[src/rtl/adder_tree_mlane.sv]
// Multi-lane sequential adder tree: reduces KERNEL_SIZE product terms to one sum,
// LANES terms per beat, with valid/ready handshakes on input and output.
module adder_tree_mlane #(
  parameter int KERNEL_SIZE  = 9,
  parameter int DATA_WIDTH   = 8,
  parameter int WEIGHT_WIDTH = 1,
  parameter int LANES        = 4,
  parameter int SIGNED       = 0,
  localparam int TERM_W      = DATA_WIDTH + WEIGHT_WIDTH,
  localparam int OUT_W       = TERM_W + $clog2(KERNEL_SIZE)
) (
  input  logic                          clk,
  input  logic                          rst,
  input  logic                          in_valid,
  output logic                          in_ready,
  input  logic [TERM_W*KERNEL_SIZE-1:0] in_data,
  output logic                          out_valid,
  input  logic                          out_ready,
  output logic [OUT_W-1:0]              out_data,
  output logic                          busy
);

  localparam int BEATS  = (KERNEL_SIZE + LANES - 1) / LANES;
  localparam int PAD_W  = BEATS * LANES * TERM_W;
  localparam int SHIFT  = LANES * TERM_W;
  localparam int BEAT_W = (BEATS > 1) ? $clog2(BEATS) : 1;
  localparam logic [BEAT_W-1:0] BEAT_LAST = BEAT_W'(BEATS - 1);

  typedef enum logic [1:0] {S_IDLE, S_ACCUM, S_HOLD} state_t;

  state_t             state_q, state_d;
  logic [PAD_W-1:0]   cap_q, cap_d;
  logic [PAD_W-1:0]   in_pad;
  logic [OUT_W-1:0]   acc_q, acc_d;
  logic [BEAT_W-1:0]  beat_q, beat_d;
  logic [OUT_W-1:0]   out_data_q, out_data_d;
  logic               out_valid_q, out_valid_d;
  logic               accept;
  logic [OUT_W-1:0]   lane_sum;
  logic [OUT_W-1:0]   lane_ext  [LANES];
  logic [OUT_W-1:0]   sum_chain [LANES+1];

  // Zero padding past the last term makes the tail lanes of the final beat add nothing.
  assign in_pad = PAD_W'(in_data);

  // The capture register shifts down by one beat each cycle, so the active lanes
  // always sit in its lowest LANES term slots.
  assign sum_chain[0] = '0;
  for (genvar gi = 0; gi < LANES; gi++) begin : g_lane
    logic [TERM_W-1:0] term;
    assign term = cap_q[gi*TERM_W +: TERM_W];
    if (SIGNED != 0) begin : g_sext
      assign lane_ext[gi] = OUT_W'($signed(term));
    end else begin : g_zext
      assign lane_ext[gi] = OUT_W'(term);
    end
    assign sum_chain[gi+1] = sum_chain[gi] + lane_ext[gi];
  end
  assign lane_sum = sum_chain[LANES];

  assign in_ready  = !rst && ((state_q == S_IDLE) || ((state_q == S_HOLD) && out_ready));
  assign accept    = in_valid && in_ready;
  assign busy      = (state_q == S_ACCUM);
  assign out_valid = out_valid_q;
  assign out_data  = out_data_q;

  always_comb begin
    state_d     = state_q;
    cap_d       = cap_q;
    acc_d       = acc_q;
    beat_d      = beat_q;
    out_data_d  = out_data_q;
    out_valid_d = out_valid_q;
    case (state_q)
      S_IDLE: begin
        if (accept) begin
          cap_d   = in_pad;
          acc_d   = '0;
          beat_d  = '0;
          state_d = S_ACCUM;
        end
      end
      S_ACCUM: begin
        acc_d  = acc_q + lane_sum;
        cap_d  = cap_q >> SHIFT;
        beat_d = beat_q + BEAT_W'(1);
        if (beat_q == BEAT_LAST) begin
          out_data_d  = acc_q + lane_sum;
          out_valid_d = 1'b1;
          beat_d      = '0;
          state_d     = S_HOLD;
        end
      end
      S_HOLD: begin
        if (out_ready) begin
          out_valid_d = 1'b0;
          // Back-to-back: the next kernel is taken in the same cycle as the result.
          if (accept) begin
            cap_d   = in_pad;
            acc_d   = '0;
            beat_d  = '0;
            state_d = S_ACCUM;
          end else begin
            state_d = S_IDLE;
          end
        end
      end
      default: state_d = S_IDLE;
    endcase
  end

  always_ff @(posedge clk or posedge rst) begin
    if (rst) begin
      state_q     <= S_IDLE;
      cap_q       <= '0;
      acc_q       <= '0;
      beat_q      <= '0;
      out_data_q  <= '0;
      out_valid_q <= 1'b0;
    end else begin
      state_q     <= state_d;
      cap_q       <= cap_d;
      acc_q       <= acc_d;
      beat_q      <= beat_d;
      out_data_q  <= out_data_d;
      out_valid_q <= out_valid_d;
    end
  end

endmodule
[config.mk]
export PLATFORM = sky130hd
export DESIGN_NAME = adder_tree_mlane
export DESIGN_NICKNAME = d
export VERILOG_FILES = /design/src/rtl/adder_tree_mlane.sv
export SDC_FILE = /design/constraint.sdc
export NUM_CORES = 1
export LEC_CHECK = 0
export ABC_CLOCK_PERIOD_IN_PS = 5300
export BUFFER_PORTS_ARGS = -buffer_cell sky130_fd_sc_hd__buf_4
export CORE_ASPECT_RATIO = 0.75
export CORE_MARGIN = 2
export CORE_UTILIZATION = 52
export CTS_CLUSTER_DIAMETER = 50
export DETAILED_ROUTE_END_ITERATION = 10
export PLACE_DENSITY = 0.77
export SLEW_MARGIN = 20
export SYNTH_ARGS = -nofsm -noshare
export SYNTH_HDL_FRONTEND = slang
export SYNTH_SLANG_ARGS = --single-unit
[constraint.sdc]
create_clock -name clk -period 5.3 [get_ports clk]
set_input_delay 1.06 -clock clk [delete_from_list [all_inputs] [get_ports clk]]
set_output_delay 1.06 -clock clk [all_outputs]
set_load 0.05 [all_outputs]
==> impl_summary.txt, run 1 <==
----------------------------------------------------
[Run status]
  Result of the run ... finished clean

[CTS]
  CTS tree ... done
  Maximum count of clock buffers along a single path ... 2
  Number of cells upsized or downsized after cts ... 0
  H-Tree Depth ... 3
  CTS Root Cell ... sky130_fd_sc_hd__clkbuf_16
  Post-CTS Hold Fix Bufs ... 0
  CTS Buf Count ... 9
  Clock-pin slew reported for the worst setup and hold paths after clock tree synthesis ... 70 ps
  Clock net sink count ... 112
  Post CTS Setup Buffer Count ... 0
  Worst-skew pair later-pin latency ... 350 ps

[Placed design]
  Count of port buffers added during placement ... 100
  Detail Placement HPWL ... 9659 um
  Cell count after placement ... just over 800
  Global placement routability congestion ... 0.8809

[Synth]
  Number of storage elements in the synthesis netlist ... 112
  Number of distinct library cells after synthesis ... 36
  Share of the synthesized area in the top cell type ... 0.4685
  Top area cells in the synthesized netlist ... sky130_fd_sc_hd__dfrtp_1 47%, sky130_fd_sc_hd__nand2_1 9.3%, sky130_fd_sc_hd__fa_1 8.7%
  Share of synthesized registers carrying an async set or reset ... 1.000
  Share of the yosys chip area belonging to registers ... 0.4685
  Syn nets ... 741
  Post-synth top area cell ... sky130_fd_sc_hd__dfrtp_1
  Mapped Area ... 0.005982 sq mm
  Synthesis warning total ... 0
  Mean Syn Cell Area ... 9.743 sq um
  Post-synthesis instance total ... about 610
  Predominant post-synthesis flop cell ... sky130_fd_sc_hd__dfrtp_1
  EDFF count, synth ... 0

[Cells and area]
  Share of layout cells above drive strength 1 ... 0.1852
  Number of antenna diodes ... 0
  Number of non-filler instances in the completed layout ... 842
  Number of nets in the finished design ... 825
  Growth of design area from synthesis to finish ... 17.74%

[Route]
  Number of vias per cell ... 5.265
  Iter 0 DRT Violations ... 328
  Remaining DRCs ... 0
  First-pass DRT Iterations ... 5
  Detailed-route wire length per cell ... 15.96 um
  Total routed wirelength ... 13440 um
  DR vias ... roughly 4400
  Number of antenna-violating nets in the routed design ... 0

[Worst setup path]
  Count of cells along the worst register-to-register path ... 12
  Slowest CP cell ... sky130_fd_sc_hd__fa_1
  Maximum cell stage delay along the critical path ... between 500 and 600 ps
  Crit path buf inv count ... 2
  Launching element type of the critical path ... flop
  Capturing element type of the critical path ... flop
  Most numerous cell on the critical path ... sky130_fd_sc_hd__fa_1
  Setup CP Type ... flop to flop
  Critical path's top delay family ... adder cells
  Arrival time worst endpoint ... 4030 ps
  Ordered cell list for the critical path ... inv_1, fa_1, fa_1, fa_1, inv_1, ha_1, fa_1, a211oi_1, o21ai_0, a41oi_1, xor2_1, o21ai_0
  Worst-path maximum fanout ... 3
  Stages on the worst setup path ... 12
  Data required, critical path ... approximately 5500 ps

[Worst hold path]
  Worst hold path type ... flop to flop
  Worst Hold Path Cells ... 2

[Floorplanning]
  Cell Rows ... 33
  Area of the die ... around 0.012 sq mm
  X dimension of the die ... 127.9 um
  Floorplan die height ... 96.89 um
  Top-Level Pins ... 101
  Std-Cell Core Area ... between 0.01 and 0.015 sq mm
  Initial Utilization ... 0.5406

[Timing]
  Unrepaired setup endpoints after global routing ... false
  Maximum clock frequency ... 260.8 MHz
  Post-Route Skew ... 7.116 ps
  Clock period minus final worst setup slack ... 3834 ps
  Worst max-slew margin expressed relative to the limit ... 0.4106
  TNS Setup ... 0 ps
  Final worst path period share ... 0.7234
  Transition at the pin with the smallest max-transition slack ... 884.1 ps
  Final Max Tran Viols ... 0
  Setup violation total in the final timing report ... 0
  Final Hold Vio Count ... 0

[Global routing]
  Vias in the first global route ... between 4000 and 5000
  Total routing resource utilization after global routing ... 0.2347
  Wire length of the first global-routing pass ... 22720 um
  Pin count of the biggest net entering global routing ... 130
  Remaining Overflow, GRT ... 0
  Initial antenna violation count ... 0

[Power and ir drop]
  LEAKAGE ... 0.003402 uW
  Worst ir drop on vdd ... approximately 0.00052 V
  Power per cell area ... 742.4 mW/mm^2

[Run]
  MaxCap Viol Count ... 0

----------------------------------------------------
## registers in the layout, indices dropped and copies added (netlist names)
| name | cells |
|---|---|
| acc_q | 13 |
| cap_q | 81 |
| out_valid | 1 |
| out_data | 13 |
| state_q | 2 |
| beat_q | 2 |
## logic make-up (layout without fill, tap and decap cells)
family	after synthesis	in the layout	synth area share
simple gates	155	155	0.09977
compound gates	136	136	0.1282
flops	112	112	0.4685
buf+inv	111	199	0.08743
mux	48	48	0.08094
fa+ha+maj	42	42	0.1205
xor+xnor	10	10	0.01464
## through the flow
stage	setup slack, ps	util	power [uW]	area [sq um]	hold WS, ps
floorplan	1281	-	3736	5982	454.9
global placement	1547	0.6088	4387	6736	465.0
detailed placement	1495	0.6088	4497	6736	469.0
CTS	1471	0.6365	5247	7043	486.2
global route	1172	0.6365	5744	7043	515.3
finish	1466	0.6365	5229	7043	483.7
## layer usage
layer  wire length (um)  vias up  track usage
li1                   -     2155            -
met1               6339     2136       0.3487
met2               6062      129       0.3501
met3                847       13      0.05420
met4                187        0      0.05917
met5                  0        -            0
## final timing paths
path / from / slack, ps / end
setup reg to reg: cap_q[1] / 1470 / out_data[11]
setup / recovery: cap_q[1] / 1470 / out_data[11]
hold reg to reg: cap_q[80] / 480 / cap_q[44]
max in group asynchronous: rst / 3330 / out_data[2]
min in group asynchronous: rst / 910 / out_valid
hold / removal: cap_q[80] / 480 / cap_q[44]
## power by group
group	internal, uW	switching [uW]
registers	1180	190
logic	1160	2000
clock network	401	304
total	2740	2490
## final cells by class
class                      instances  area (sq um)
clock buffer                      12         266.5
clock inverter                     3         40.04
fill                             879          4023
inverter                          79         299.0
multi-input combinational        391          2659
sequential                       112          2803
tap                              140         175.2
timing repair buffer             105         800.8
## cells in the final DEF, fill, tap and decap left out, drive strengths merged, types with 3 or more instances in the layout
| cell | count |
|---|---|
| a211oi | 3 |
| a21o | 6 |
| a21oi | 6 |
| a31oi | 3 |
| buf | 105 |
| clkbuf | 12 |
| dfrtp | 112 |
| fa | 26 |
| ha | 16 |
| inv | 79 |
| mux2 | 3 |
| mux2i | 45 |
| nand2 | 148 |
| o211ai | 3 |
| o21ai | 100 |
| o22ai | 7 |
| o31ai | 3 |
| xnor2 | 3 |
| xor2 | 7 |
## Yosys cell counts, types with 2 or more instances
library cell and count:
sky130_fd_sc_hd__o211ai_1 3, sky130_fd_sc_hd__fa_1 26, sky130_fd_sc_hd__xnor2_1 3, sky130_fd_sc_hd__a31o_2 2, sky130_fd_sc_hd__inv_2 2, sky130_fd_sc_hd__nand2_1 148, sky130_fd_sc_hd__dfrtp_1 112, sky130_fd_sc_hd__buf_12 4
sky130_fd_sc_hd__buf_6 3, sky130_fd_sc_hd__buf_1 5, sky130_fd_sc_hd__o31ai_1 3, sky130_fd_sc_hd__a31oi_1 3, sky130_fd_sc_hd__nand2b_1 2, sky130_fd_sc_hd__a21oi_1 6, sky130_fd_sc_hd__inv_1 77, sky130_fd_sc_hd__mux2i_1 45
sky130_fd_sc_hd__o21ai_1 56, sky130_fd_sc_hd__a211oi_1 3, sky130_fd_sc_hd__ha_1 16, sky130_fd_sc_hd__buf_2 5, sky130_fd_sc_hd__o21ai_0 44, sky130_fd_sc_hd__clkbuf_1 13, sky130_fd_sc_hd__mux2_2 3, sky130_fd_sc_hd__a21o_1 6
sky130_fd_sc_hd__xor2_1 7, sky130_fd_sc_hd__o22ai_1 7
## worst min-delay path, stage by stage, from the launching register on
cell	delay [ps]
sky130_fd_sc_hd__dfrtp_1	350
sky130_fd_sc_hd__nand2_1	50
sky130_fd_sc_hd__o21ai_1	60
No activity file was read; power rests on OpenSTA's default activity.
==> run 2: changes to the inputs <==
--- a/config.mk
+++ b/config.mk
@@ -5,14 +5,15 @@
 export SDC_FILE = /design/constraint.sdc
 export NUM_CORES = 1
 export LEC_CHECK = 0
-export ABC_CLOCK_PERIOD_IN_PS = 5300
+export ABC_AREA = 1
+export ABC_CLOCK_PERIOD_IN_PS = 3300
 export BUFFER_PORTS_ARGS = -buffer_cell sky130_fd_sc_hd__buf_4
 export CORE_ASPECT_RATIO = 0.75
 export CORE_MARGIN = 2
 export CORE_UTILIZATION = 52
 export CTS_CLUSTER_DIAMETER = 50
 export DETAILED_ROUTE_END_ITERATION = 10
-export PLACE_DENSITY = 0.77
+export PLACE_DENSITY = 0.79
 export SLEW_MARGIN = 20
 export SYNTH_ARGS = -nofsm -noshare
 export SYNTH_HDL_FRONTEND = slang
==> constraint.sdc (replaced) <==
create_clock -name clk -period 3.3 [get_ports clk]
set_input_delay 0.66 -clock clk [delete_from_list [all_inputs] [get_ports clk]]
set_output_delay 0.66 -clock clk [all_outputs]
set_load 0.05 [all_outputs]
==> impl_summary.txt, run 2 <==
----------------------------------------------------
[Run status]
  Result of the run ... finished clean

[Route]
  First-pass DRT Iterations ... 5
  Number of antenna-violating nets in the routed design ... 0
  Detailed-route wire length per cell ... 14.97 um
  Number of vias per cell ... 5.088
  Iter 0 DRT Violations ... 316
  Remaining DRCs ... 0
  DR vias ... 4986
  Total routed wirelength ... approximately 15000 um

[Timing]
  Unrepaired setup endpoints after global routing ... true
  Clock period minus final worst setup slack ... 3215 ps
  Hold WS ... approximately 430 ps
  Final Hold Vio Count ... 0
  Worst max-slew margin expressed relative to the limit ... 0.3394
  Final worst path period share ... 0.9743
  Final Max Tran Viols ... 0
  Setup violation total in the final timing report ... 0
  Post-Route Skew ... 9.245 ps
  Maximum clock frequency ... 311.0 MHz
  Transition at the pin with the smallest max-transition slack ... 990.9 ps

[CTS]
  Worst-skew pair later-pin latency ... 360 ps
  CTS Buf Count ... 9
  Maximum count of clock buffers along a single path ... 2
  Post-CTS Hold Fix Bufs ... 0
  H-Tree Depth ... 3
  Clock-pin slew reported for the worst setup and hold paths after clock tree synthesis ... approximately 80 ps
  CTS tree ... done
  CTS Root Cell ... sky130_fd_sc_hd__clkbuf_16
  Clock net sink count ... 112

[Synth]
  Share of the synthesized area in the top cell type ... 0.4375
  Cell with the most instances after synthesis ... sky130_fd_sc_hd__inv_1
  Synthesis warning total ... 0
  Number of distinct library cells after synthesis ... 29
  Post-synthesis instance total ... 719
  Mean Syn Cell Area ... 8.910 sq um
  Mapped Area ... 0.006406 sq mm
  Post-synth top area cell ... sky130_fd_sc_hd__dfrtp_1
  Share of the yosys chip area belonging to registers ... 0.4375
  Share of synthesized registers carrying an async set or reset ... 1.000
  Top area cells in the synthesized netlist ... sky130_fd_sc_hd__dfrtp_1 44%, sky130_fd_sc_hd__inv_1 8.7%, sky130_fd_sc_hd__nand2_1 8.5%
  Predominant post-synthesis flop cell ... sky130_fd_sc_hd__dfrtp_1
  Syn nets ... 846
  EDFF count, synth ... 0
  Number of storage elements in the synthesis netlist ... 112
  Commonest cells post-synth ... 149 x sky130_fd_sc_hd__inv_1, 145 x sky130_fd_sc_hd__nand2_1, 112 x sky130_fd_sc_hd__dfrtp_1

[Global routing]
  Remaining Overflow, GRT ... 0
  Total routing resource utilization after global routing ... 0.2231
  Initial antenna violation count ... 0
  Pin count of the biggest net entering global routing ... 79
  Vias in the first global route ... 4672
  Wire length of the first global-routing pass ... 23170 um

[Placed design]
  Detail Placement HPWL ... just over 10000 um
  Global placement routability congestion ... 0.8917
  Count of port buffers added during placement ... 100

[Worst setup path]
  Setup CP Type ... flop to flop
  Worst setup path endpoint ... acc_q[7]
  Arrival time worst endpoint ... between 3000 and 4000 ps
  Worst-path maximum fanout ... 3
  Worst flop-to-flop path endpoint ... acc_q[7]
  Startpoint of the worst register-to-register path ... cap_q[22]
  Launch point of the worst path ... cap_q[22]
  Count of cells along the worst register-to-register path ... 16
  Worst setup slack for register-to-register paths ... 80 ps
  Data required, critical path ... roughly 3500 ps
  Capturing element type of the critical path ... flop
  Launching element type of the critical path ... flop

[Worst hold path]
  Worst hold path type ... input pin to async pin

[Cells and area]
  Number of antenna diodes ... 0
  Commonest non-fill, non-tap cell in the layout ... sky130_fd_sc_hd__inv_1
  Number of nets in the finished design ... 936
  Utilization after layout ... 0.6362
  Growth of design area from synthesis to finish ... 20.47%
  Share of layout cells above drive strength 1 ... 0.2764
  Max FFs per register ... 81
  Fill cell instance count of the final layout ... 1018
  Most used cells in the layout excluding fill and tap cells ... 138 x sky130_fd_sc_hd__inv_1, 134 x sky130_fd_sc_hd__nand2_1, 114 x sky130_fd_sc_hd__buf_4
  Register containing the most flip-flops in the final layout ... cap_q

[Floorplanning]
  Initial Utilization ... 0.5281
  Std-Cell Core Area ... about 0.012 sq mm
  Floorplan die height ... 100.1 um
  X dimension of the die ... 132.2 um
  Area of the die ... 0.01323 sq mm
  Top-Level Pins ... about 100
  Cell Rows ... 35

[Run]
  MaxCap Viol Count ... 0

----------------------------------------------------
run 2: worst min-delay path by stage:
stage / to / slack (ps)
2_1_floorplan: beat_q[0] / 430
3_3_place_gp: beat_q[0] / 440
3_5_place_dp: beat_q[0] / 450
4_1_cts: cap_q[74] / 450
5_1_grt: cap_q[66] / 480
6_report: cap_q[66] / 430
run 2: metrics by stage:
stage	cells	area [sq um]	TNS (ps)	worst slack, ps
6_report	980	7717	0	84.86
5_1_grt	980	7717	-266.9	-70.55
4_1_cts	978	7497	0	13.04
3_5_place_dp	962	7206	-12.36	-9.271
3_3_place_gp	962	7206	0	78.16
2_1_floorplan	719	6429	-2376	-363.1
run 2: cell families after synthesis:
logic type,after synthesis,share of synthesized area
and+or+nand+nor,226,0.1535
buffers and inverters,187,0.1313
AOI/OAI and AO/OA,148,0.1598
DFF,112,0.4375
adders and majority gates,42,0.1125
xor gates and xnor gates,4,0.005468
run 2: routing by layer:
layer	up-vias	GRT usage	share of wire
met5	-	0	0
met4	0	0.04348	0.0089
met3	12	0.06616	0.066
met2	133	0.3409	0.45
met1	2394	0.3205	0.47
li1	2447	-	-
run 2: what timing repair did:
item / in CTS / in global routing
pin swaps: 1 / 26
gates resized for setup: 1 / 49
setup buffers: 0 / 2
endpoints found under the setup margin: 2 / 17
run 2: cell type report:
class                   instances  area [sq um]  area share
multi-input cells             420          2970      0.3849
flip-flops and latches        112          2803      0.3632
repair buffers                115         875.8      0.1135
inverters                     151         571.8     0.07409
clock buffers                   9         225.2     0.02918
well taps                     166         207.7     0.02691
clock inverters                 7         63.81    0.008268
run 2: critical path, stage by stage (launching register included):
cell and delay, ps:
sky130_fd_sc_hd__dfrtp_1 350, sky130_fd_sc_hd__inv_2 50, sky130_fd_sc_hd__fa_1 550, sky130_fd_sc_hd__inv_2 50
sky130_fd_sc_hd__fa_1 500, sky130_fd_sc_hd__inv_1 50, sky130_fd_sc_hd__fa_1 490, sky130_fd_sc_hd__inv_1 60
sky130_fd_sc_hd__ha_4 260, sky130_fd_sc_hd__buf_4 110, sky130_fd_sc_hd__inv_1 50, sky130_fd_sc_hd__nand2_1 170
sky130_fd_sc_hd__nand3_2 120, sky130_fd_sc_hd__nand2_1 90, sky130_fd_sc_hd__nand2_2 50, sky130_fd_sc_hd__nand3_1 70
sky130_fd_sc_hd__o21ai_1 80
Power of run 2 is left out: the tool's default activity adds up to more than one toggle a clock period on the data nets, which glitch-free logic cannot reach.
==> run 3: changes to the inputs <==
--- a/config.mk
+++ b/config.mk
@@ -8,7 +8,6 @@
 export ABC_AREA = 1
 export ABC_CLOCK_PERIOD_IN_PS = 3300
 export BUFFER_PORTS_ARGS = -buffer_cell sky130_fd_sc_hd__buf_4
-export CORE_ASPECT_RATIO = 0.75
 export CORE_MARGIN = 2
 export CORE_UTILIZATION = 52
 export CTS_CLUSTER_DIAMETER = 50
==> impl_summary.txt, run 3 (synthesis results as in run 2) <==
----------------------------------------------------
[Run status]
  Result of the run ... finished clean

[Worst setup path]
  Data required, critical path ... 3550 ps
  Arrival time worst endpoint ... 3520 ps
  Capturing element type of the critical path ... flop
  Worst setup slack for register-to-register paths ... 30 ps
  Worst-path maximum fanout ... 4
  Setup CP Type ... flop to flop
  Launching element type of the critical path ... flop

[Cells and area]
  Share of layout cells above drive strength 1 ... 0.2883
  Number of nets in the finished design ... 937
  Area of all sequential standard cells ... 0.002803 sq mm
  Most used cells in the layout excluding fill and tap cells ... 140 x sky130_fd_sc_hd__inv_1, 129 x sky130_fd_sc_hd__nand2_1, 114 x sky130_fd_sc_hd__buf_4
  Area of the multi-input gates ... 0.003044 sq mm
  Number of antenna diodes ... 0
  Growth of design area from synthesis to finish ... 21.97%
  Commonest non-fill, non-tap cell in the layout ... sky130_fd_sc_hd__inv_1
  Fill cell instance count of the final layout ... around 960
  Max FFs per register ... 81
  Register containing the most flip-flops in the final layout ... cap_q
  Post-route cell area ... roughly 0.0078 sq mm

[Placed design]
  Count of port buffers added during placement ... 100
  Global placement routability congestion ... roughly 0.86
  Pre-CTS worst setup slack ... -24.60 ps
  Instance area after placement ... 0.007202 sq mm
  Detail Placement HPWL ... roughly 10000 um

[Global routing]
  Remaining Overflow, GRT ... 0
  Initial antenna violation count ... 0
  Wire length of the first global-routing pass ... 24050 um
  Total routing resource utilization after global routing ... 0.2332
  Met1 GRT Util ... 0.3347
  Most utilized layer in the global route result ... met2
  GR met2 Demand/Resource ... 0.3565
  Vias in the first global route ... roughly 4900
  Pin count of the biggest net entering global routing ... 98
  Global Route met3 Usage ... 0.04217

[Route]
  First-pass DRT Iterations ... 5
  Remaining DRCs ... 0
  Number of vias per cell ... 5.267
  Total routed wirelength ... 14650 um
  Iter 0 DRT Violations ... 429
  Number of antenna-violating nets in the routed design ... 0
  DR vias ... 5067
  Detailed-route wire length per cell ... 15.23 um

[Floorplanning]
  Area of the die ... between 0.01 and 0.015 sq mm
  Initial Utilization ... 0.5333
  Cell Rows ... 40
  Std-Cell Core Area ... 0.01201 sq mm
  Floorplan die height ... 115.0 um
  Top-Level Pins ... 101
  X dimension of the die ... 115.0 um

[Worst hold path]
  Worst hold path type ... input pin to async pin

[CTS]
  Worst-skew pair later-pin latency ... around 370 ps
  CTS Buf Count ... 9
  Maximum count of clock buffers along a single path ... 2
  CTS tree ... done
  Clock net sink count ... 112
  CTS Root Cell ... sky130_fd_sc_hd__clkbuf_16
  H-Tree Depth ... 3
  Clock-pin slew reported for the worst setup and hold paths after clock tree synthesis ... 80 ps

[Timing]
  Clock period minus final worst setup slack ... 3271 ps
  Post-route setup slack ... slightly below 30 ps
  Final Hold Vio Count ... 0
  Maximum clock frequency ... ~300 MHz
  Setup violation total in the final timing report ... 0
  Final worst path period share ... 0.9911
  Transition at the pin with the smallest max-transition slack ... around 960 ps
  Worst max-slew margin expressed relative to the limit ... 0.3571
  Hold WS ... 433.6 ps
  Post-Route Skew ... about 12 ps
  Final Max Tran Viols ... 0

[Run]
  MaxCap Viol Count ... 0

----------------------------------------------------
run 3: path summary, 6_finish.rpt:
kind                               end  depth (start not counted)        start
max                          acc_q[10]                         14     cap_q[8]
min                           acc_q[5]                          3          rst
max reg2reg                  acc_q[10]                         14     cap_q[8]
min reg2reg                out_data[9]                          2  out_data[9]
max in group asynchronous    beat_q[1]                          4          rst
min in group clk           out_data[9]                          2  out_data[9]
run 3: critical path: stages (launching register included):
cell                      delay (ps)
sky130_fd_sc_hd__dfrtp_1         320
sky130_fd_sc_hd__inv_1            70
sky130_fd_sc_hd__fa_1            530
sky130_fd_sc_hd__inv_1            50
sky130_fd_sc_hd__fa_1            490
sky130_fd_sc_hd__inv_1            50
sky130_fd_sc_hd__fa_1            490
sky130_fd_sc_hd__inv_1            60
sky130_fd_sc_hd__ha_4            270
sky130_fd_sc_hd__nand2_2         150
sky130_fd_sc_hd__inv_1            80
sky130_fd_sc_hd__a21oi_2         190
sky130_fd_sc_hd__nand4_1         200
sky130_fd_sc_hd__nand3_2         120
sky130_fd_sc_hd__nand2_1          60
run 3: per-stage QoR:
| stage | instances | setup TNS, ps | util |
|---|---|---|---|
| detailed placement | 944 | -61.21 | 0.5996 |
| floorplan | 719 | -2376 | - |
| global placement | 944 | 0 | 0.5996 |
| global route | 962 | -354.3 | 0.6505 |
| finish | 962 | 0 | 0.6505 |
| CTS | 960 | 0 | 0.6260 |
run 3: area by class of cell:
class | count | area share
tap | 147 | 0.02354
inverter | 151 | 0.07318
timing repair buffer | 116 | 0.1147
multi-input combinational | 420 | 0.3896
clock inverter | 5 | 0.008006
sequential | 112 | 0.3587
clock buffer | 11 | 0.03235
run 3: per-layer routing:
metal,up-vias,wire length (um)
met5,-,0
met4,0,307
met3,24,850
met2,157,6877
met1,2438,6614
li1,2448,-
run 3: repair_timing:
item | 4_1_cts | 5_1_grt
setup endpoints to repair | 5 | 20
hold buffers | 0 | 0
gates cloned | 0 | 0
pin swaps | 0 | 23
setup buffers | 0 | 2
resized for setup | 1 | 63
Power of run 3 is left out for the same reason.
